`src/rtl/dmem_bus_arbiter.sv`:
```
// dmem_bus_arbiter: shares the data-memory/IO bus between the CPU MEM stage (A) and a DMA/debug port (B)
module dmem_bus_arbiter #(
    parameter int RD_LAT   = 1,
    parameter bit CPU_PRIO = 1'b0
) (
    input  logic        i_clk,
    input  logic        i_rst_n,
    input  logic        i_a_req,
    input  logic        i_a_we,
    input  logic [31:0] i_a_addr,
    input  logic [31:0] i_a_wdata,
    output logic        o_a_ack,
    output logic [31:0] o_a_rdata,
    output logic        o_a_stall,
    input  logic        i_b_req,
    input  logic        i_b_we,
    input  logic [31:0] i_b_addr,
    input  logic [31:0] i_b_wdata,
    output logic        o_b_ack,
    output logic [31:0] o_b_rdata,
    output logic        o_b_stall,
    output logic [31:0] o_mem_addr,
    output logic [31:0] o_mem_wdata,
    output logic        o_mem_we,
    input  logic [31:0] i_mem_rdata,
    output logic        o_busy
);
    typedef enum logic [1:0] {S_IDLE, S_ISSUE, S_WAIT, S_RESP} state_t;
    state_t      r_state, w_next;
    logic        r_win_b, r_last_b, r_we, r_mem_we;
    logic [2:0]  r_cnt;
    logic [31:0] r_mem_addr, r_mem_wdata, r_a_rdata, r_b_rdata;
    logic        w_req, w_grant_b, w_resp;
    assign w_req = i_a_req | i_b_req;
    // B wins when A is absent, or on a round-robin tie where A was served last
    assign w_grant_b = ~(i_a_req & (~i_b_req | CPU_PRIO | r_last_b));
    assign w_resp = r_state == S_RESP;
    assign o_mem_addr = r_mem_addr;
    assign o_mem_wdata = r_mem_wdata;
    assign o_mem_we = r_mem_we;
    always_comb begin
        w_next = r_state;
        case (r_state)
            S_IDLE:  w_next = w_req ? S_ISSUE : S_IDLE;
            S_ISSUE: w_next = (RD_LAT == 0) ? S_RESP : S_WAIT;
            S_WAIT:  w_next = (r_cnt == 3'd1) ? S_RESP : S_WAIT;
            default: w_next = S_IDLE;
        endcase
    end
    always_comb begin
        o_a_ack = w_resp & ~r_win_b;
        o_b_ack = w_resp & r_win_b;
        o_a_rdata = (o_a_ack & ~r_we) ? i_mem_rdata : r_a_rdata;
        o_b_rdata = (o_b_ack & ~r_we) ? i_mem_rdata : r_b_rdata;
        o_a_stall = i_rst_n & i_a_req & ~o_a_ack;
        o_b_stall = i_rst_n & i_b_req & ~o_b_ack;
        o_busy = r_state != S_IDLE;
    end
    always_ff @(posedge i_clk or negedge i_rst_n) begin
        if (!i_rst_n) begin
            r_state <= S_IDLE;
            r_win_b <= 1'b0;
            r_last_b <= 1'b1;
            r_we <= 1'b0;
            r_mem_we <= 1'b0;
            r_cnt <= 3'd0;
            r_mem_addr <= 32'd0;
            r_mem_wdata <= 32'd0;
            r_a_rdata <= 32'd0;
            r_b_rdata <= 32'd0;
        end else begin
            r_state <= w_next;
            r_mem_we <= 1'b0;
            if (r_state == S_IDLE && w_req) begin
                r_win_b <= w_grant_b;
                r_we <= w_grant_b ? i_b_we : i_a_we;
                r_mem_we <= w_grant_b ? i_b_we : i_a_we;
                r_mem_addr <= w_grant_b ? i_b_addr : i_a_addr;
                r_mem_wdata <= w_grant_b ? i_b_wdata : i_a_wdata;
            end
            if (r_state == S_ISSUE) r_cnt <= 3'(RD_LAT);
            if (r_state == S_WAIT) r_cnt <= r_cnt - 3'd1;
            if (w_resp) begin
                r_last_b <= r_win_b;
                if (!r_we && !r_win_b) r_a_rdata <= i_mem_rdata;
                if (!r_we && r_win_b) r_b_rdata <= i_mem_rdata;
            end
        end
    end
endmodule

```
`config.mk`:
```
export PLATFORM = sky130hd
export DESIGN_NAME = dmem_bus_arbiter
export DESIGN_NICKNAME = d
export VERILOG_FILES = /design/src/rtl/dmem_bus_arbiter.sv
export SDC_FILE = /design/constraint.sdc
export NUM_CORES = 1
export LEC_CHECK = 0
export CAP_MARGIN = 0
export CORE_MARGIN = 5
export CORE_UTILIZATION = 47
export DETAILED_ROUTE_END_ITERATION = 7
export PLACE_DENSITY = 0.93
export REMOVE_ABC_BUFFERS = 1
export SLEW_MARGIN = 20
export SYNTH_ARGS = -nofsm -noshare
export SYNTH_HDL_FRONTEND = slang
export SYNTH_SLANG_ARGS = --single-unit
```
`constraint.sdc`:
```
create_clock -name i_clk -period 4.2 [get_ports i_clk]
set_input_delay 0.84 -clock i_clk [delete_from_list [all_inputs] [get_ports i_clk]]
set_output_delay 0.84 -clock i_clk [all_outputs]
set_load 0.01 [all_outputs]
```
* Word-level counts from Yosys, hierarchy flattened
Index checks and enable logic that the tools add are counted.
** Word-level totals
- Register bits :: 137
- Latch bits :: 0
- Memory bits (writable) :: 0
- ROM bits :: 0
- Bits of input ports :: 166
- Output and inout bits :: 134
- Memories kept :: 0
** Operators by class
- Add/sub/neg operators :: 1
- $mul :: 0
- Div/mod/pow operators :: 0
- $lt $le $gt $ge :: 0
- Equality and inequality tests :: 4
- Shift operators :: 0
- Muxes and demuxes :: 11
- Bitwise logic cells :: 17
- Reduce and logical (&&, ||, !) cells :: 10
** Operators with widths (number)
- 2-to-1 mux 32 bit :: 4
- bitwise AND 1 bit :: 9
- 2-to-1 mux 3 bit :: 2
- NOT 1 bit :: 6
- case mux 2 bit (3 select lines) :: 1
- equality test 2 bit, second input constant :: 2
- 2-to-1 mux 1 bit :: 4
- AND reduction 2 bit :: 2
- nonzero test 2 bit :: 2
- equality test 3 x 1 -> 1 bit, second input constant :: 1
- logical AND 1 bit :: 3
- subtractor 3 x 1 -> 3 bit, second input constant :: 1
- equality test 2 x 1 -> 1 bit, second input constant :: 1
- zero test 1 bit :: 2
- zero test 2 bit :: 1
- bitwise OR 1 bit :: 2

* Logic depth before layout (Yosys ltp)
Gate-level depths: netlist of run 1.
- Depth in word-level cells :: 5
- Gate-level depth with buffers :: 7
- Gate-level depth less buffers :: 5

* Worst setup path before layout of run 1
Ideal clock, no wire load.
- Path kind :: input to output
- Start point :: in i_a_req
- End point :: out o_a_stall
- Data arrival time :: 1476 ps
- Slack :: 1884 ps
- Cell stages on the path :: 4
- Path buffers :: 2
- Cell sequence :: buf_2 > clkbuf_1 > nand2_1 > nor2_1
** Between the ends
- Cells in the longest elaborated chain, start to end :: 2
** Ends and longest elaborated chain
- start: declaration :: line 8 : input logic i_a_req,
- bitwise AND 1 bit (2 in a row) :: line 55 : o_a_stall = i_rst_n & i_a_req & ~o_a_ack;
- end: declaration :: line 14 : output logic o_a_stall,
No other way between the ends.

* Worst setup path after layout of run 1
- Start point :: reg r_state[0]
- End point :: out o_b_rdata[0]
** Between the ends
- Cells in the longest elaborated chain, start to end :: 4
** Ends and longest elaborated chain
- start: declaration :: line 29 : state_t r_state, w_next;
- start signal: assignment :: line 72 : r_state <= w_next;
- equality test 2 bit :: line 37 : assign w_resp = r_state == S_RESP;
- bitwise AND 1 bit :: line 52 : o_b_ack = w_resp & r_win_b;
- bitwise AND 1 bit :: line 54 : o_b_rdata = (o_b_ack & ~r_we) ? i_mem_rdata : r_b_rdata;
- 2-to-1 mux 32 bit :: line 54
- end: declaration :: line 20 : output logic [31:0] o_b_rdata,
No other way between the ends.

==> results of run 1 <==
## Yosys cell counts (2+ instances only)
library cell	instances	share of area, %
mux2_2	68	11
and3_1	2	0.18
nor2b_1	2	0.18
a31oi_1	65	5.7
nor2_1	66	3.5
buf_12	6	1.7
clkbuf_2	4	0.28
nand3_1	2	0.14
buf_2	18	1.3
buf_4	10	1.1
buf_6	7	1.1
mux2_4	60	13
buf_1	2	0.11
ha_1	5	0.88
inv_1	9	0.48
o21ai_0	62	4.4
a21oi_1	67	4.7
nand3b_1	3	0.32
dfrtp_1	136	48
clkbuf_1	10	0.53
o21ai_1	7	0.50
nand2_1	2	0.11
## stage by stage
| step | power (mW) | util [%] | hold slack (ns) | TNS (ns) |
|---|---|---|---|---|
| finish | 8.10 | 72.6 | 0.276 | 0 |
| global placement | 6.35 | 68.4 | 0.463 | 0 |
| detailed placement | 6.52 | 68.4 | 0.476 | 0 |
| global route | 8.53 | 72.6 | 0.277 | 0 |
| floorplan | 4.42 | - | 0.442 | -80.70 |
| CTS | 8.15 | 72.6 | 0.263 | 0 |
## where the power goes
part           total [mW]  leakage [nW]  switching, mW  internal (mW)
clock network        1.56         0.293          0.577          0.984
logic                4.15          2.47           1.77           2.37
registers            2.39          1.57          0.392           2.00
## how the worst max path moves through the flow
stage	from	to	slack (ns)	depth (start not counted)
floorplan	r_state[1]	o_a_rdata[0]	-1.67	3
detailed placement	r_state[1]	o_b_rdata[17]	1.12	5
global route	r_state[1]	o_b_rdata[15]	0.58	5
finish	r_state[0]	o_b_rdata[0]	0.70	5
global placement	r_state[1]	o_b_rdata[11]	1.19	5
CTS	r_state[1]	o_b_rdata[0]	0.67	5
## layout by cell type (no fill, tap or decap), drive strengths merged
master / count
clkinv: 2
nor2b: 2
dfstp: 1
nand2b: 1
inv: 11
nor2: 66
and2b: 1
nand2: 2
mux2: 128
bufinv: 3
a21oi: 67
o21a: 1
ha: 5
buf: 14
a31oi: 65
o32a: 1
clkinvlp: 3
clkdlybuf4s50: 297
and3: 2
nand3b: 3
o21ai: 70
nand3: 2
clkbuf: 22
dfrtp: 136
nor3b: 1
## cell families after synthesis
family	count (synthesis)
buffers and inverters	66
adder cells (fa/ha/maj)	5
AO/OA/AOI/OAI	204
flip-flops	137
multiplexers	128
AND/OR/NAND/NOR	80
## state kept, by name, summed over array words and instances (netlist names)
| register | cells |
|---|---|
| o_mem_addr | 32 |
| o_mem_wdata | 32 |
| o_mem_we | 1 |
| r_a_rdata | 32 |
| r_b_rdata | 32 |
| r_cnt | 3 |
| r_last_b | 1 |
| r_state | 2 |
| r_we | 1 |
| r_win_b | 1 |
## per-layer routing
metal / vias up / track usage [%]
li1: 2784 / -
met1: 2973 / 30.1
met2: 333 / 42.8
met3: 60 / 8.62
met4: 0 / 10.8
met5: - / 0
## final cells by class
cell class / instances / share of cell area [%]
timing repair buffer: 311 / 29.3
clock buffer: 22 / 4.46
multi-input combinational: 417 / 30.1
sequential: 137 / 32.3
clock inverter: 10 / 1.32
tap: 184 / 2.17
inverter: 9 / 0.318
## critical path, delay by kind of cell, from the launching register on
kind	cells	cell delay [ns]
DFF	1	0.38
and+or+nand+nor	1	0.44
muxes	1	0.37
adders and majority gates	1	0.26
buffers and inverters	2	0.80
==> results.sh, run 1 <==
export IMPL_status="finished, final reports clean"
export IMPL_rsz0062_at_grt="no"
export IMPL_ios=300
export IMPL_clockBufferDepth=2
export IMPL_critPathLaunchType="flip-flop"
export IMPL_synthArstFlopShare_pct=100
export IMPL_max_freq_mhz=285
export IMPL_fin_crit_sh_pct=83.5
export IMPL_synthesis_area_sq_um=7070
export IMPL_antenna_found_initial=0
export IMPL_place_congestion=0.821
export IMPL_hold_violations=0
export IMPL_yosys_warnings=0
export IMPL_dp_hpwl_um=15900
export IMPL_endpoint_kind="output port"
export IMPL_ir_worst_vdd_mv=0.365
export IMPL_worst_path_max_fanout=12
export IMPL_synth_seq_cells=137
export IMPL_die_w_um=133
export IMPL_p_per_area_nw_per_um2=762
export IMPL_relSlewSlack_pct=30.0
export IMPL_final_area_sq_um=10600
export IMPL_hp_class="in2async"
export IMPL_area_growth_syn_to_layout_pct=50.2
export IMPL_drive_gt1_share_pct=19.8
export IMPL_crit_chain="ha_1 -> nand3b_1 -> buf_4 -> mux2_2 -> clkdlybuf4s50_1"
export IMPL_first_iter_violations=359
export IMPL_synth_fa_ha_area_share_pct=0.884
export IMPL_multi_input_area_sq_um=3200
export IMPL_muxShareOfSynthArea_pct=23.6
export IMPL_worstMarginPinSlew_ns=1.05
export IMPL_wl_per_cell_um=21.0
export IMPL_io_buffers=299
export IMPL_path_class="reg2out"
export IMPL_grt_util_all_layers_pct=25.5
export IMPL_arrival_ns=2.66
export IMPL_layout_cells_non_filler=1090
export IMPL_report_final_slew_viol_count=0
export IMPL_critPathMaxStageDelay_ns=0.48
export IMPL_maxCapViolations=0
export IMPL_yosysSeqAreaShare_pct=48.5
export IMPL_finalWirelength_um=22900
export IMPL_grt_pass1_wl_um=35500
export IMPL_seq_area_sq_um=3430
export IMPL_yosys_cell_types_count=29
export IMPL_cts_clk_slew_worst_paths_ns=0.06
export IMPL_reg2reg_to="o_mem_addr[7]"
export IMPL_skew_ns=0.00841
export IMPL_cts_tree="yes"
export IMPL_die_height_um=133
export IMPL_nNetsFinal=1064
export IMPL_synth_edff_count=0
export IMPL_core_sq_um=14600
export IMPL_postCtsSetupRepairBufs=0
export IMPL_postLayoutSetupSlackWorst_ns=0.695
export IMPL_crit_path_top_delay_cell="clkdlybuf4s50_1"
export IMPL_clock_latency_ns=0.41
export IMPL_synth_compound_area_share_pct=15.7
export IMPL_avgSynthCellArea_sq_um=11.4
export IMPL_grt_ovfl_total=0
export IMPL_die_area_sq_um=17600
export IMPL_syn_inst=620
export IMPL_setup_violations_final=0
export IMPL_dr_wl_met2_um=11200
export IMPL_dpl_cell_count=1058
export IMPL_row_count=44
export IMPL_post_place_ws_ns=1.12
export IMPL_p_leak_nw=4.33
export IMPL_cts_resized=0
export IMPL_cts_sinks=137
export IMPL_reg2reg_depth=4
export IMPL_synth_simple_gate_area_share_pct=4.79
export IMPL_cts_htree_levels=4
export IMPL_top_layer_used="met4"
export IMPL_cts_root_buffer="clkbuf_16"
export IMPL_synth_top_family_by_area="multiplexers"
export IMPL_m1WireLength_um=8820
export IMPL_timing_final_crit_period_ns=3.51
export IMPL_fill_cells=957
export IMPL_dr_pass1_iters=5
export IMPL_floorplan_initialDensity_pct=48.3
export IMPL_diodes=0
export IMPL_grt_start_max_net_pins=76
export IMPL_synth_main_ff_cell="dfrtp_1"
export IMPL_synth_xor_xnor_area_share_pct=0
export IMPL_antenna_left=0
export IMPL_postCtsHoldBufs=0
export IMPL_via_per_inst=5.64
export IMPL_cts_buffers=17
export IMPL_place_area_sq_um=10000
export IMPL_rrSetupSlack_ns=2.32
export IMPL_reg2reg_from="r_last_b"
export IMPL_drc=0
export IMPL_required_ns=3.36
export IMPL_dr_wl_met3_um=2060
export IMPL_vias=6150
export IMPL_grt_pass1_vias=6280
Note: power is estimated with default switching activity, not from simulation.
==> run 2, diff against run 1 <==
--- a/config.mk
+++ b/config.mk
@@ -7,9 +7,9 @@
 export LEC_CHECK = 0
 export CAP_MARGIN = 0
 export CORE_MARGIN = 5
-export CORE_UTILIZATION = 47
+export CORE_UTILIZATION = 39
 export DETAILED_ROUTE_END_ITERATION = 7
-export PLACE_DENSITY = 0.93
+export PLACE_DENSITY = 0.83
 export REMOVE_ABC_BUFFERS = 1
 export SLEW_MARGIN = 20
 export SYNTH_ARGS = -nofsm -noshare
==> constraint.sdc (replaced) <==
create_clock -name i_clk -period 2.84 [get_ports i_clk]
set_input_delay 0.568 -clock i_clk [delete_from_list [all_inputs] [get_ports i_clk]]
set_output_delay 0.568 -clock i_clk [all_outputs]
set_load 0.01 [all_outputs]
==> run 2 against run 1 <==
Net effect:
- hold slack improved by 0.22 ns
- clock skew decreased by 0.00087 ns
- die area grew 19%
- largest cell class unchanged
- critical endpoint is now o_a_rdata[16]
- routed wire length fell by 3.3%
- sequential share of layout area is 1.0 points lower
- register-to-register slack got worse by 1.3 ns
- critical path depth increased by 1
==> results.sh, run 2 (synthesis gave the netlist of run 1 again) <==
export IMPL_area_growth_syn_to_layout_pct=55.0
export IMPL_fill_cells=1437
export IMPL_clockBufferDepth=2
export IMPL_grt_pass1_wl_um=33200
export IMPL_endpoint_kind="output port"
export IMPL_grt_ovfl_total=0
export IMPL_p_seq_share_pct=29.9
export IMPL_max_freq_mhz=367
export IMPL_path_class="reg2out"
export IMPL_rrSetupSlack_ns=1.02
export IMPL_die_height_um=145
export IMPL_layout_common_cells="233 x clkdlybuf4s50_1, 136 x dfrtp_1, 68 x mux2_2, 67 x a21oi_1, 66 x nor2_1"
export IMPL_wl_per_cell_um=19.1
export IMPL_p_per_area_nw_per_um2=1070
export IMPL_timing_final_crit_period_ns=2.73
export IMPL_ios=300
export IMPL_floorplan_initialDensity_pct=39.5
export IMPL_layout_cells_most_common="clkdlybuf4s50_1"
export IMPL_groute_layer_met3_usage_pct=8.35
export IMPL_fin_util_pct=61.2
export IMPL_vias=6047
export IMPL_place_area_sq_um=10200
export IMPL_nNetsFinal=1089
export IMPL_cts_tree="yes"
export IMPL_hold_path_end="r_cnt[2]"
export IMPL_drc=0
export IMPL_final_area_sq_um=11000
export IMPL_p_leak_nw=4.65
export IMPL_cts_htree_levels=4
export IMPL_finalWirelength_um=22200
export IMPL_p_clk_share_pct=19.8
export IMPL_grt_util_all_layers_pct=20.4
export IMPL_ir_worst_vdd_mv=0.543
export IMPL_grt_pass1_vias=6209
export IMPL_reg2reg_to="o_mem_wdata[28]"
export IMPL_grt_start_max_net_pins=71
export IMPL_required_ns=2.27
export IMPL_dp_hpwl_um=15500
export IMPL_hold_violations=0
export IMPL_reg2reg_from="r_state[0]"
export IMPL_crit_chain="ha_4 -> nor3b_4 -> buf_12 -> buf_16 -> mux2_4 -> dlygate4sd2_1"
export IMPL_via_per_inst=5.21
export IMPL_die_area_sq_um=20900
export IMPL_worst_path_max_fanout=17
export IMPL_drive_gt1_share_pct=22.0
export IMPL_core_sq_um=17900
export IMPL_place_congestion=0.791
export IMPL_critPathLaunchType="flip-flop"
export IMPL_hp_class="reg2reg"
export IMPL_io_buffers=299
export IMPL_total_power_mw=11.7
export IMPL_rsz0062_at_grt="no"
export IMPL_grt_busiest_layer="met2"
export IMPL_relSlewSlack_pct=38.6
export IMPL_skew_ns=0.00754
export IMPL_diodes=0
export IMPL_dr_pass1_iters=4
export IMPL_sw_frac_of_total_pct=33.9
export IMPL_row_count=49
export IMPL_reg2reg_depth=7
export IMPL_hold_path_depth=1
export IMPL_tns_ns=0
export IMPL_report_final_slew_viol_count=0
export IMPL_cts_buffers=17
export IMPL_critPathMaxStageDelay_ns=0.39
export IMPL_power_switching_mw=3.96
export IMPL_power_frac_comb_pct=50.2
export IMPL_antenna_found_initial=0
export IMPL_antenna_left=0
export IMPL_clock_latency_ns=0.41
export IMPL_maxCapViolations=0
export IMPL_globalRouteMet1Util_pct=23.4
export IMPL_worstMarginPinSlew_ns=0.920
export IMPL_grtUsageMet2_pct=35.5
export IMPL_cts_root_buffer="clkbuf_16"
export IMPL_die_w_um=145
export IMPL_cts_sinks=137
export IMPL_cts_clk_slew_worst_paths_ns=0.06
export IMPL_fin_crit_sh_pct=96.0
export IMPL_hp_start="r_cnt[2]"
export IMPL_internal_power_mw=7.73
export IMPL_setup_violations_final=0
export IMPL_first_iter_violations=252
export IMPL_crit_path_top_delay_cell="dfrtp_1"
export IMPL_arrival_ns=2.16
export IMPL_status="finished, final reports clean"
-- run 2: layout make-up --
type / count / area [sq um] / area share [%]
Clock buffer: 19 / 453 / 4.13
Clock inverter: 13 / 168 / 1.53
Sequential cell: 137 / 3430 / 31.3
Inverter: 9 / 33.8 / 0.308
Tap cell: 229 / 287 / 2.61
Timing Repair Buffer: 336 / 3380 / 30.8
Multi-Input combinational cell: 417 / 3210 / 29.3
-- run 2: worst max-delay path: cells and delay by family (launching register included) --
family	cells	cell delay, ns
adders and majority gates	1	0.17
buffers and inverters	3	0.64
DFF	1	0.39
muxes	1	0.31
and+or+nand+nor	1	0.22
-- run 2: through the flow --
| step | hold WS, ns | worst slack, ns | std cells |
|---|---|---|---|
| 2_1_floorplan | 0.272 | -2.75 | 563 |
| 3_3_place_gp | 0.403 | 0.250 | 1117 |
| 3_5_place_dp | 0.403 | 0.182 | 1117 |
| 4_1_cts | 0.486 | 0.00155 | 1159 |
| 5_1_grt | 0.511 | 0.00631 | 1160 |
| 6_report | 0.495 | 0.113 | 1160 |
-- run 2: routing by layer --
| layer | part of all wire (%) | up-vias | routed length (um) |
|---|---|---|---|
| met1 | 39 | 2941 | 8570 |
| li1 | - | 2836 | - |
| met5 | 0 | - | 0 |
| met2 | 50 | 252 | 11200 |
| met3 | 9.7 | 18 | 2150 |
| met4 | 1.2 | 0 | 274 |
-- run 2: power by group through the flow --
| stage | clock network (mW) | logic (mW) | registers, mW |
|---|---|---|---|
| floorplan | 0 | 2.91 | 3.62 |
| global placement | 0 | 6.06 | 3.47 |
| detailed placement | 0 | 6.15 | 3.52 |
| CTS | 2.37 | 5.94 | 3.49 |
| global route | 2.44 | 6.32 | 3.62 |
| finish | 2.32 | 5.87 | 3.50 |
-- run 2: worst max path at each step --
| stage | start | endpoint | slack, ns | depth (start not counted) |
|---|---|---|---|---|
| 3_3_place_gp | r_state[1] | o_a_rdata[2] | 0.25 | 6 |
| 4_1_cts | r_state[0] | o_b_rdata[28] | 0.002 | 6 |
| 6_report | r_state[0] | o_a_rdata[16] | 0.11 | 6 |
| 5_1_grt | r_state[0] | o_a_rdata[10] | 0.006 | 6 |
| 3_5_place_dp | r_state[1] | o_a_rdata[16] | 0.18 | 6 |
| 2_1_floorplan | r_state[1] | o_a_rdata[0] | -2.75 | 3 |
-- run 2: repair_timing --
| action | 4_1_cts | 5_1_grt |
|---|---|---|
| setup endpoints to repair | 64 | 10 |
| resized for setup | 61 | 7 |
| hold buffers | 1 | 0 |
| endpoints found under the hold margin | 11 | 0 |
| buffers inserted | 7 | 1 |
| cloned | 2 | 0 |
